**config.mk**
```make
export PLATFORM = sky130hd
export DESIGN_NAME = alu_arbiter
export DESIGN_NICKNAME = d
export VERILOG_FILES = /design/src/rtl/alu_arbiter.sv
export SDC_FILE = /design/constraint.sdc
export NUM_CORES = 1
export LEC_CHECK = 0
export ABC_CLOCK_PERIOD_IN_PS = 1640
export BUFFER_PORTS_ARGS = -buffer_cell sky130_fd_sc_hd__buf_4
export CAP_MARGIN = 10
export CORE_MARGIN = 3
export CORE_UTILIZATION = 43
export DETAILED_ROUTE_END_ITERATION = 7
export PLACE_DENSITY = 0.87
export RECOVER_POWER = 50
export SKIP_CTS_REPAIR_TIMING = 1
export SLEW_MARGIN = 20
export SYNTH_ARGS = -nofsm -noshare
export SYNTH_HDL_FRONTEND = slang
export SYNTH_SLANG_ARGS = --single-unit
```
**constraint.sdc**
```tcl
create_clock -name clk -period 1.64 [get_ports clk]
set_clock_uncertainty 0.05 [all_clocks]
set_input_delay 0.246 -clock clk [delete_from_list [all_inputs] [get_ports clk]]
set_output_delay 0.246 -clock clk [all_outputs]
set_load 0.01 [all_outputs]
```
**src/rtl/alu_arbiter.sv**
```systemverilog
// ============================================================================
// Module   : alu_arbiter
// Purpose  : Two-requester front end for a shared combinational ALU with an
//            IDLE/EXEC/RESP transaction FSM and a valid/ready response port.
// Config   : define ALU_ARB_FIXED_PRIO_EN for fixed priority (req0 wins);
//            otherwise arbitration is round-robin.
// Revision : 1.0 - initial release
// ============================================================================
`default_nettype none

module alu_arbiter #(
  parameter int W = 32
) (
  input  logic           clk,
  input  logic           rst_n,
  input  logic [1:0]     req_valid,
  output logic [1:0]     req_ready,
  input  logic [5:0]     req_op,
  input  logic [2*W-1:0] req_a,
  input  logic [2*W-1:0] req_b,
  output logic           rsp_valid,
  input  logic           rsp_ready,
  output logic           rsp_id,
  output logic [W-1:0]   rsp_c,
  output logic           rsp_zero,
  output logic           rsp_err,
  output logic [2:0]     alu_op,
  output logic [W-1:0]   alu_a,
  output logic [W-1:0]   alu_b,
  input  logic [W-1:0]   alu_c,
  input  logic           alu_zero
);

  typedef enum logic [1:0] {
    IDLE = 2'd0,
    EXEC = 2'd1,
    RESP = 2'd2
  } state_t;

  state_t         state;
  state_t         state_nxt;
  logic [2:0]     lat_op;
  logic [W-1:0]   lat_a;
  logic [W-1:0]   lat_b;
  logic           lat_id;
  logic           grant_id;
  logic           accept;
  logic           lat_illegal;

`ifdef ALU_ARB_FIXED_PRIO_EN
  assign grant_id = ~req_valid[0];
`else
  logic last_grant;

  always_comb begin
    if (&req_valid) grant_id = ~last_grant;
    else            grant_id = req_valid[1];
  end

  // Pointer resets to 1 so requester 0 wins the first tie.
  always_ff @(posedge clk or negedge rst_n) begin
    if (!rst_n)      last_grant <= 1'b1;
    else if (accept) last_grant <= grant_id;
  end
`endif

  always_ff @(posedge clk or negedge rst_n) begin
    if (!rst_n) state <= IDLE;
    else        state <= state_nxt;
  end

  always_comb begin
    state_nxt = state;
    req_ready = 2'b00;
    accept    = 1'b0;
    case (state)
      IDLE: begin
        if (|req_valid) begin
          accept    = 1'b1;
          req_ready = grant_id ? 2'b10 : 2'b01;
          state_nxt = EXEC;
        end
      end
      EXEC:    state_nxt = RESP;
      RESP:    if (rsp_ready) state_nxt = IDLE;
      default: state_nxt = IDLE;
    endcase
  end

  always_ff @(posedge clk or negedge rst_n) begin
    if (!rst_n) begin
      lat_op <= 3'd0;
      lat_a  <= '0;
      lat_b  <= '0;
      lat_id <= 1'b0;
    end else if (accept) begin
      lat_op <= grant_id ? req_op[5:3]     : req_op[2:0];
      lat_a  <= grant_id ? req_a[2*W-1:W]  : req_a[W-1:0];
      lat_b  <= grant_id ? req_b[2*W-1:W]  : req_b[W-1:0];
      lat_id <= grant_id;
    end
  end

  assign lat_illegal = (lat_op == 3'd7);

  // ALU inputs come straight from the latches so they stay quiet while idle.
  assign alu_op    = lat_illegal ? 3'd0 : lat_op;
  assign alu_a     = lat_a;
  assign alu_b     = lat_b;
  assign rsp_valid = (state == RESP);

  always_ff @(posedge clk or negedge rst_n) begin
    if (!rst_n) begin
      rsp_id   <= 1'b0;
      rsp_c    <= '0;
      rsp_zero <= 1'b0;
      rsp_err  <= 1'b0;
    end else if (state == EXEC) begin
      rsp_id   <= lat_id;
      rsp_c    <= lat_illegal ? '0 : alu_c;
      rsp_zero <= lat_illegal ? 1'b0 : alu_zero;
      rsp_err  <= lat_illegal;
    end
  end

endmodule

`default_nettype wire

```
# Yosys cells after proc, flatten, opt, wreduce, memory -nomap -nowiden
# Index checks and enable logic that the tools add are counted.
# totals
ff_bits,106
input_bits,172
out_inout_bits,105
wordCells,35
# op_classes
n_eq_ne,5
muxes,15
bitwise_logic,1
n_reduce_logical,4
# ops
operator,n
2-to-1 mux 32 bit,3
2-to-1 mux 2 bit,5
2-to-1 mux 3 bit,2
one-hot mux 2 bit (3 select lines),1
2-to-1 mux 1 bit,4
AND reduction 2 bit,2
equality test 3 bit (second input constant),1
equality test 2 x 1 -> 1 bit (second input constant),1
equality test 2 bit (second input constant),1
zero test 2 bit,1
inequality test 2 x 1 -> 1 bit (second input constant),1
inequality test 2 bit (second input constant),1
OR reduction 2 bit,1
inverter 1 bit,1

# Depth between registers and ports, before layout
# Gate-level depths: netlist of the first run.
# depth
ltp_word,5
mapped_depth,6
ltp_nobuf,4

# Worst setup path after synthesis of the first run
# OpenSTA, ideal clock, no wires.
# synth_timing
path_type,flip-flop to flip-flop
start,reg last_grant
end,"reg lat_a[0], in the netlist alu_a[0]"
setup_ns,0.126
t_arrival_ns,1.276
t_required_ns,1.464
setup_slack_ns,0.188
path_stages_with_launch,6
path_buffers,2
period_less_slack_ns,1.452
path_cell_list,dfstp_2 > a21boi_2 > buf_6 > buf_2 > and3_1 > a221o_1
# synth_between
elab_chain_len,3
# synth_rtl
item,line,text
start: declaration,53,logic last_grant;
start signal: assignment,63,else if (accept) last_grant <= grant_id;
inverter 1 bit,56,if (&req_valid) grant_id = ~last_grant;
2-to-1 mux 1 bit,56,
2-to-1 mux 32 bit,98,lat_a <= grant_id ? req_a[2*W-1:W] : req_a[W-1:0];
end signal: assignment,98,
end: declaration,43,logic [W-1:0] lat_a;
# Every way passes these cells.
# A chain may end at the register's enable or synchronous reset.

# Worst setup path in the final report of the first run
# layout_timing
start,reg last_grant
end,out req_ready[0]
# layout_between
elab_chain_len,5
# layout_rtl
item,line,text
inverter 1 bit,56,
2-to-1 mux 1 bit,56,
2-to-1 mux 2 bit,80,req_ready = grant_id ? 2'b10 : 2'b01;
2-to-1 mux 2 bit,78,if (|req_valid) begin
2-to-1 mux 2 bit,76,case (state)
end: declaration,17,"output logic [1:0] req_ready,"
# Every way passes these cells.

==> results of run 1 <==
cells in the final DEF, fill, tap and decap left out, drive strengths merged, types with 3 or more instances in the layout:
master	Yosys	layout
bufinv	0	3
a21oi	18	18
nand2	35	35
a22o	33	33
a221o	50	50
and3	51	51
dfrtp	105	105
clkbuf	9	12
a21boi	4	4
inv	3	3
nand2b	3	3
a31oi	18	18
buf	28	294
worst paths after layout:
check | from | to | slack (ns) | cells past startpoint
min | rsp_ready | state[1] | 0.05 | 2
max | last_grant | req_ready[0] | -0.02 | 3
max in group asynchronous | rst_n | lat_op[0] | 0.16 | 3
min reg2reg | lat_id | lat_id | 0.45 | 1
min in group asynchronous | rst_n | rsp_c[16] | 0.32 | 2
max reg2reg | last_grant | alu_a[28] | 0.06 | 5
stage by stage:
| stage | hold slack [ns] | cell area [sq um] | setup TNS, ns |
|---|---|---|---|
| finish | 0.0479 | 6960 | -0.0254 |
| global placement | 0.0411 | 6660 | -0.722 |
| floorplan | -0.0996 | 4490 | 0 |
| detailed placement | 0.0413 | 6660 | -1.83 |
| CTS | -0.362 | 6910 | -1.58 |
| global route | 0.0328 | 6960 | -0.194 |
power groups by stage:
stage	combinational, uW	sequential, uW	clock, uW
global placement	6140	4740	0
detailed placement	6330	4790	0
finish	6430	4770	1960
global route	6940	4930	2110
floorplan	2850	5180	0
CTS	6340	4770	2000
layer usage:
metal	wire (microns)	vias to the layer above	part of all wire [%]
li1	-	1953	-
met1	5630	2086	38
met2	7640	213	52
met3	1010	29	6.9
met4	415	0	2.8
met5	0	-	0
cell families (layout without fill, tap and decap cells):
logic type	Yosys count	in the layout	synth area share, %
multiplexers	1	1	0.251
buffers and inverters	40	314	5.74
flip-flops	106	106	59.1
AND/OR/NAND/NOR	92	92	11.1
AO/OA/AOI/OAI	127	127	23.8
worst max-delay path, cell delays in order (launching register included):
cell and delay (ns):
dfstp_2 0.57, nand2b_1 0.11, and3_4 0.23, buf_6 0.11
registers in the layout, indices dropped and copies added, names as in the netlist, 2 cells and up:
signal	flops
rsp_c	32
alu_b	32
alu_a	32
state	2
lat_op	3
layout make-up:
type	instances	share of cell area, %
sequential	106	38.2
timing repair buffer	296	32.5
multi-input combinational	220	23.1
tap	133	2.39
clock buffer	11	2.17
clock inverter	4	1.42
inverter	3	0.198
==> impl_metrics.py, run 1 <==
metrics = {
    "placed_design": {
        "hpwl_microns": 10900,
        "port_buffers": 276,
        "dpl_worst_slack_ns": -0.158,
        "place_congestion": 0.813,
        "placed_cells": 751,
    },
    "pwr": {
        "vdd_drop_max_v": 0.00106,
        "total_power_uw": 13200,
        "clockPowerShare_pct": 14.9,
        "p_int_uw": 8400,
        "p_leak_uw": 0.00365,
        "p_sw_share_pct": 36.1,
        "p_sw_uw": 4750,
        "powerDensity_nw_per_um2": 1890,
        "seq_power_share_pct": 36.3,
        "comb_power_share_pct": 48.8,
    },
    "global_routing": {
        "grt.met3_usage_pct": 3.28,
        "first_global_vias": 4384,
        "grt_antenna_before_repair": 0,
        "grt_remaining_overflow": 0,
        "met2_usage_pct": 43.9,
        "met1_usage_pct": 29.7,
        "grt_busiest_layer": "met2",
        "grt_pass1_wl_microns": 22500,
        "grt_max_degree": 54,
        "grt_util_all_layers_pct": 24.4,
    },
    "logic_synthesis": {
        "synthCells": 366,
        "netlist_area_sq_um": 4490,
        "postSynthAreaPerCell_sq_um": 12.3,
        "ys_seq_area_share_pct": 59.1,
        "ys_ff_latch": 106,
        "post-synth-top-area-cell": "dfrtp_1",
        "ys.flop_type": "dfrtp_1",
        "synth_nets": 538,
        "synthTopCellsByCount": "105 x dfrtp_1, 50 x a221o_1, 50 x and3_1",
        "yosysMostFrequentCell": "dfrtp_1",
        "synthTopCellsByArea": "dfrtp_1 58%, a221o_1 11%, and3_1 7.0%",
        "synth_edf_count": 0,
        "synth_top_area_share_pct": 58.5,
        "synth_cell_type_count": 28,
        "ys_warn_count": 0,
        "synthArstFlopShare_pct": 100,
    },
    "drt": {
        "ant_nets": 0,
        "drt-pass1-iter-count": 4,
        "via_count": 4281,
        "avgRoutedWirePerCell_microns": 19.0,
        "drtIter0Drc": 295,
        "drc_errors": 0,
        "drt_wl_total_microns": 14700,
        "vias_per_cell": 5.54,
    },
    "finish": {
        "seq_area_sq_um": 2660,
        "drive_above_1_share_pct": 50.3,
        "fill_cells": 733,
        "nNetsFinal": 808,
        "final_core_util_pct": 69.9,
        "layoutNonFillerInstCount": 773,
        "multi_input_area_sq_um": 1610,
        "diodes": 0,
        "area_growth_pct": 54.9,
    },
    "timing": {
        "slew_violations": 0,
        "grt_setup_unrepaired": "yes",
        "setup_viol_count_final": 2,
        "finalCriticalPeriod_ns": 1.66,
        "slew_headroom_pct": 58.4,
        "hold_violations": 0,
        "worst_slew_pin_slew_ns": 0.624,
        "fin_crit_sh_pct": 101,
        "timing.final.ws_setup_ns": -0.0228,
        "timing.fmax_mhz": 601,
    },
    "status": {
        "violations": "negative setup slack",
        "outcome": "complete, but fails checks",
    },
    "cts": {
        "numCtsBuffers": 9,
        "ctsRootBufferMaster": "clkbuf_8",
        "cts.sinks": 106,
        "path_clk_slew_ns": 0.10,
        "cts_tree": "yes",
        "cts_max_level": 3,
        "clk_path_buf_depth": 2,
        "clk_latency_ns": 0.35,
    },
    "die": {
        "dieArea_sq_um": 11700,
        "die_w_microns": 108,
        "rows": 36,
        "design.core.area_sq_um": 9950,
        "start_util_pct": 45.1,
        "io_pins": 277,
        "die_h_microns": 108,
    },
    "setup_path": {
        "crit_fanout": 5,
        "cp-start-kind": "flop",
        "crit_type": "reg -> out",
        "end_kind": "output pin",
        "worstPathRequired_ns": 1.34,
        "critical_path_arrival_ns": 1.37,
    },
    "worst_hold_path": {
        "min_path_type": "in -> reg",
    },
    "run": {
        "cap_violations": 0,
    },
}
Note: power is estimated with default switching activity, not from simulation.
==> run 2: changes to the inputs <==
==> constraint.sdc (replaced) <==
create_clock -name clk -period 1.64 [get_ports clk]
set_clock_uncertainty 0.05 [all_clocks]
set_input_delay 0.246 -clock clk [delete_from_list [all_inputs] [get_ports clk]]
set_output_delay 0.246 -clock clk [all_outputs]
set_load 0.005 [all_outputs]
==> run 2 against run 1 <==
Against the previous run:
- the run still ends with negative setup slack left
- sequential power barely moved
- clock power fell by 13%
- wire length rose by 0.24%
- final cell count fell by 0.52%
- worst hold slack got worse by 0.017 ns
- count of clock-buffer cells in the layout rose by 1
- first-iteration DRC count rose by 2.0%
- total power fell by 7.2%
- die area did not move
==> impl_metrics.py, run 2 (same netlist as run 1, synthesis figures left out) <==
metrics = {
    "global_routing": {
        "grt_remaining_overflow": 0,
        "grt_util_all_layers_pct": 23.9,
        "first_global_vias": 4203,
        "grt_antenna_before_repair": 0,
        "grt_max_degree": 107,
        "grt_pass1_wl_microns": 21600,
    },
    "drt": {
        "drt_wl_total_microns": 14700,
        "avgRoutedWirePerCell_microns": 19.2,
        "drt-pass1-iter-count": 4,
        "vias_per_cell": 5.59,
        "drtIter0Drc": 301,
        "ant_nets": 0,
        "drc_errors": 0,
        "via_count": 4298,
    },
    "finish": {
        "diodes": 0,
        "final_cell_area_sq_um": 6850,
        "area_growth_pct": 52.4,
        "layout_commonest_cell": "buf_4",
        "nNetsFinal": 804,
        "layout_common_cells": "235 x buf_4, 104 x dfrtp_1, 50 x and3_1, 50 x a221o_1, 41 x clkbuf_4",
        "drive_above_1_share_pct": 47.8,
    },
    "cts": {
        "ctsRootBufferMaster": "clkbuf_8",
        "cts.sinks": 106,
        "numCtsBuffers": 9,
        "clk_path_buf_depth": 2,
        "cts_max_level": 3,
        "clk_latency_ns": 0.36,
        "cts_tree": "yes",
        "path_clk_slew_ns": 0.09,
    },
    "die": {
        "rows": 36,
        "start_util_pct": 45.1,
        "die_w_microns": 108,
        "design.core.area_sq_um": 9950,
        "die_h_microns": 108,
        "dieArea_sq_um": 11700,
        "io_pins": 277,
    },
    "setup_path": {
        "reg2reg_depth": 5,
        "worstPathRequired_ns": 1.34,
        "cp-start-kind": "flop",
        "end_kind": "output pin",
        "crit_fanout": 7,
        "crit_type": "reg -> out",
        "critical_path_arrival_ns": 1.37,
    },
    "timing": {
        "fin_crit_sh_pct": 102,
        "slew_headroom_pct": 37.0,
        "finalCriticalPeriod_ns": 1.67,
        "timing.fmax_mhz": 599,
        "timing.final.ws_setup_ns": -0.0300,
        "slew_violations": 0,
        "setup_viol_count_final": 1,
        "worst_slew_pin_slew_ns": 0.944,
        "grt_setup_unrepaired": "yes",
        "hold_violations": 0,
    },
    "pwr": {
        "p_sw_uw": 4260,
        "p_int_uw": 7950,
        "vdd_drop_max_v": 0.000803,
        "total_power_uw": 12200,
        "p_sw_share_pct": 34.9,
        "comb_power_share_pct": 47.0,
        "clockPowerShare_pct": 13.9,
        "seq_power_share_pct": 39.0,
        "powerDensity_nw_per_um2": 1780,
        "p_leak_uw": 0.00356,
    },
    "worst_hold_path": {
        "min_path_type": "in -> reg",
        "whs_path_depth": 2,
    },
    "status": {
        "outcome": "complete, but fails checks",
        "violations": "negative setup slack",
    },
    "placed_design": {
        "place_congestion": 0.792,
        "port_buffers": 276,
        "place_area_sq_um": 6640,
        "hpwl_microns": 10800,
    },
    "run": {
        "cap_violations": 0,
    },
}
run 2: cell count changes in the layout (fill, tap and decap cells not counted), sizes merged:
cell | previous run | this run
buf | 294 | 241
clkbuf | 12 | 62
bufinv | 3 | 2
run 2: final cells by class:
class	count	area, sq um
clock buffer	12	135
clock inverter	3	65.1
fill	754	3110
inverter	3	13.8
multi-input combinational	220	1610
sequential	106	2660
tap	133	166
timing repair buffer	292	2200
run 2: critical path, stage by stage, from the launching register on:
cell      delay [ns]
dfstp_2         0.57
nand2b_1        0.10
and3_4          0.24
buf_6           0.11
run 2: worst paths after layout:
path | slack, ns | startpoint | endpoint
min reg2reg | 0.44 | lat_id | lat_id
min in group asynchronous | 0.65 | rst_n | rsp_c[23]
max | -0.03 | last_grant | req_ready[0]
max in group asynchronous | 0.21 | rst_n | state[0]
max reg2reg | 0.05 | last_grant | alu_b[23]
min | 0.03 | rsp_ready | state[1]
run 2: power groups by stage:
stage | Combinational (uW) | Sequential [uW] | Clock (uW)
4_1_cts | 5850 | 4770 | 1720
3_3_place_gp | 5620 | 4740 | 0
3_5_place_dp | 5840 | 4790 | 0
6_report | 5740 | 4760 | 1700
2_1_floorplan | 2830 | 4730 | 0
5_1_grt | 6240 | 4900 | 1840
run 2: stage by stage:
stage	instances	util, %	setup TNS [ns]	hold slack (ns)	setup WS (ns)
5_1_grt	769	68.8	-0.0926	0.0253	-0.0926
4_1_cts	765	68.7	-0.934	-0.0858	-0.135
3_3_place_gp	750	66.7	-0.707	0.298	-0.0449
3_5_place_dp	750	66.7	-1.75	0.316	-0.137
6_report	769	68.8	-0.0300	0.0309	-0.0300
2_1_floorplan	366	-	0	-0.0996	0.188
run 2: metal layers:
metal / up-vias / wire length (microns) / global-route usage [%]
li1: 1934 / - / -
met1: 2080 / 5480 / 28.3
met2: 237 / 7510 / 41.4
met3: 47 / 1140 / 4.66
met4: 0 / 610 / 12.4
met5: - / 0 / 0
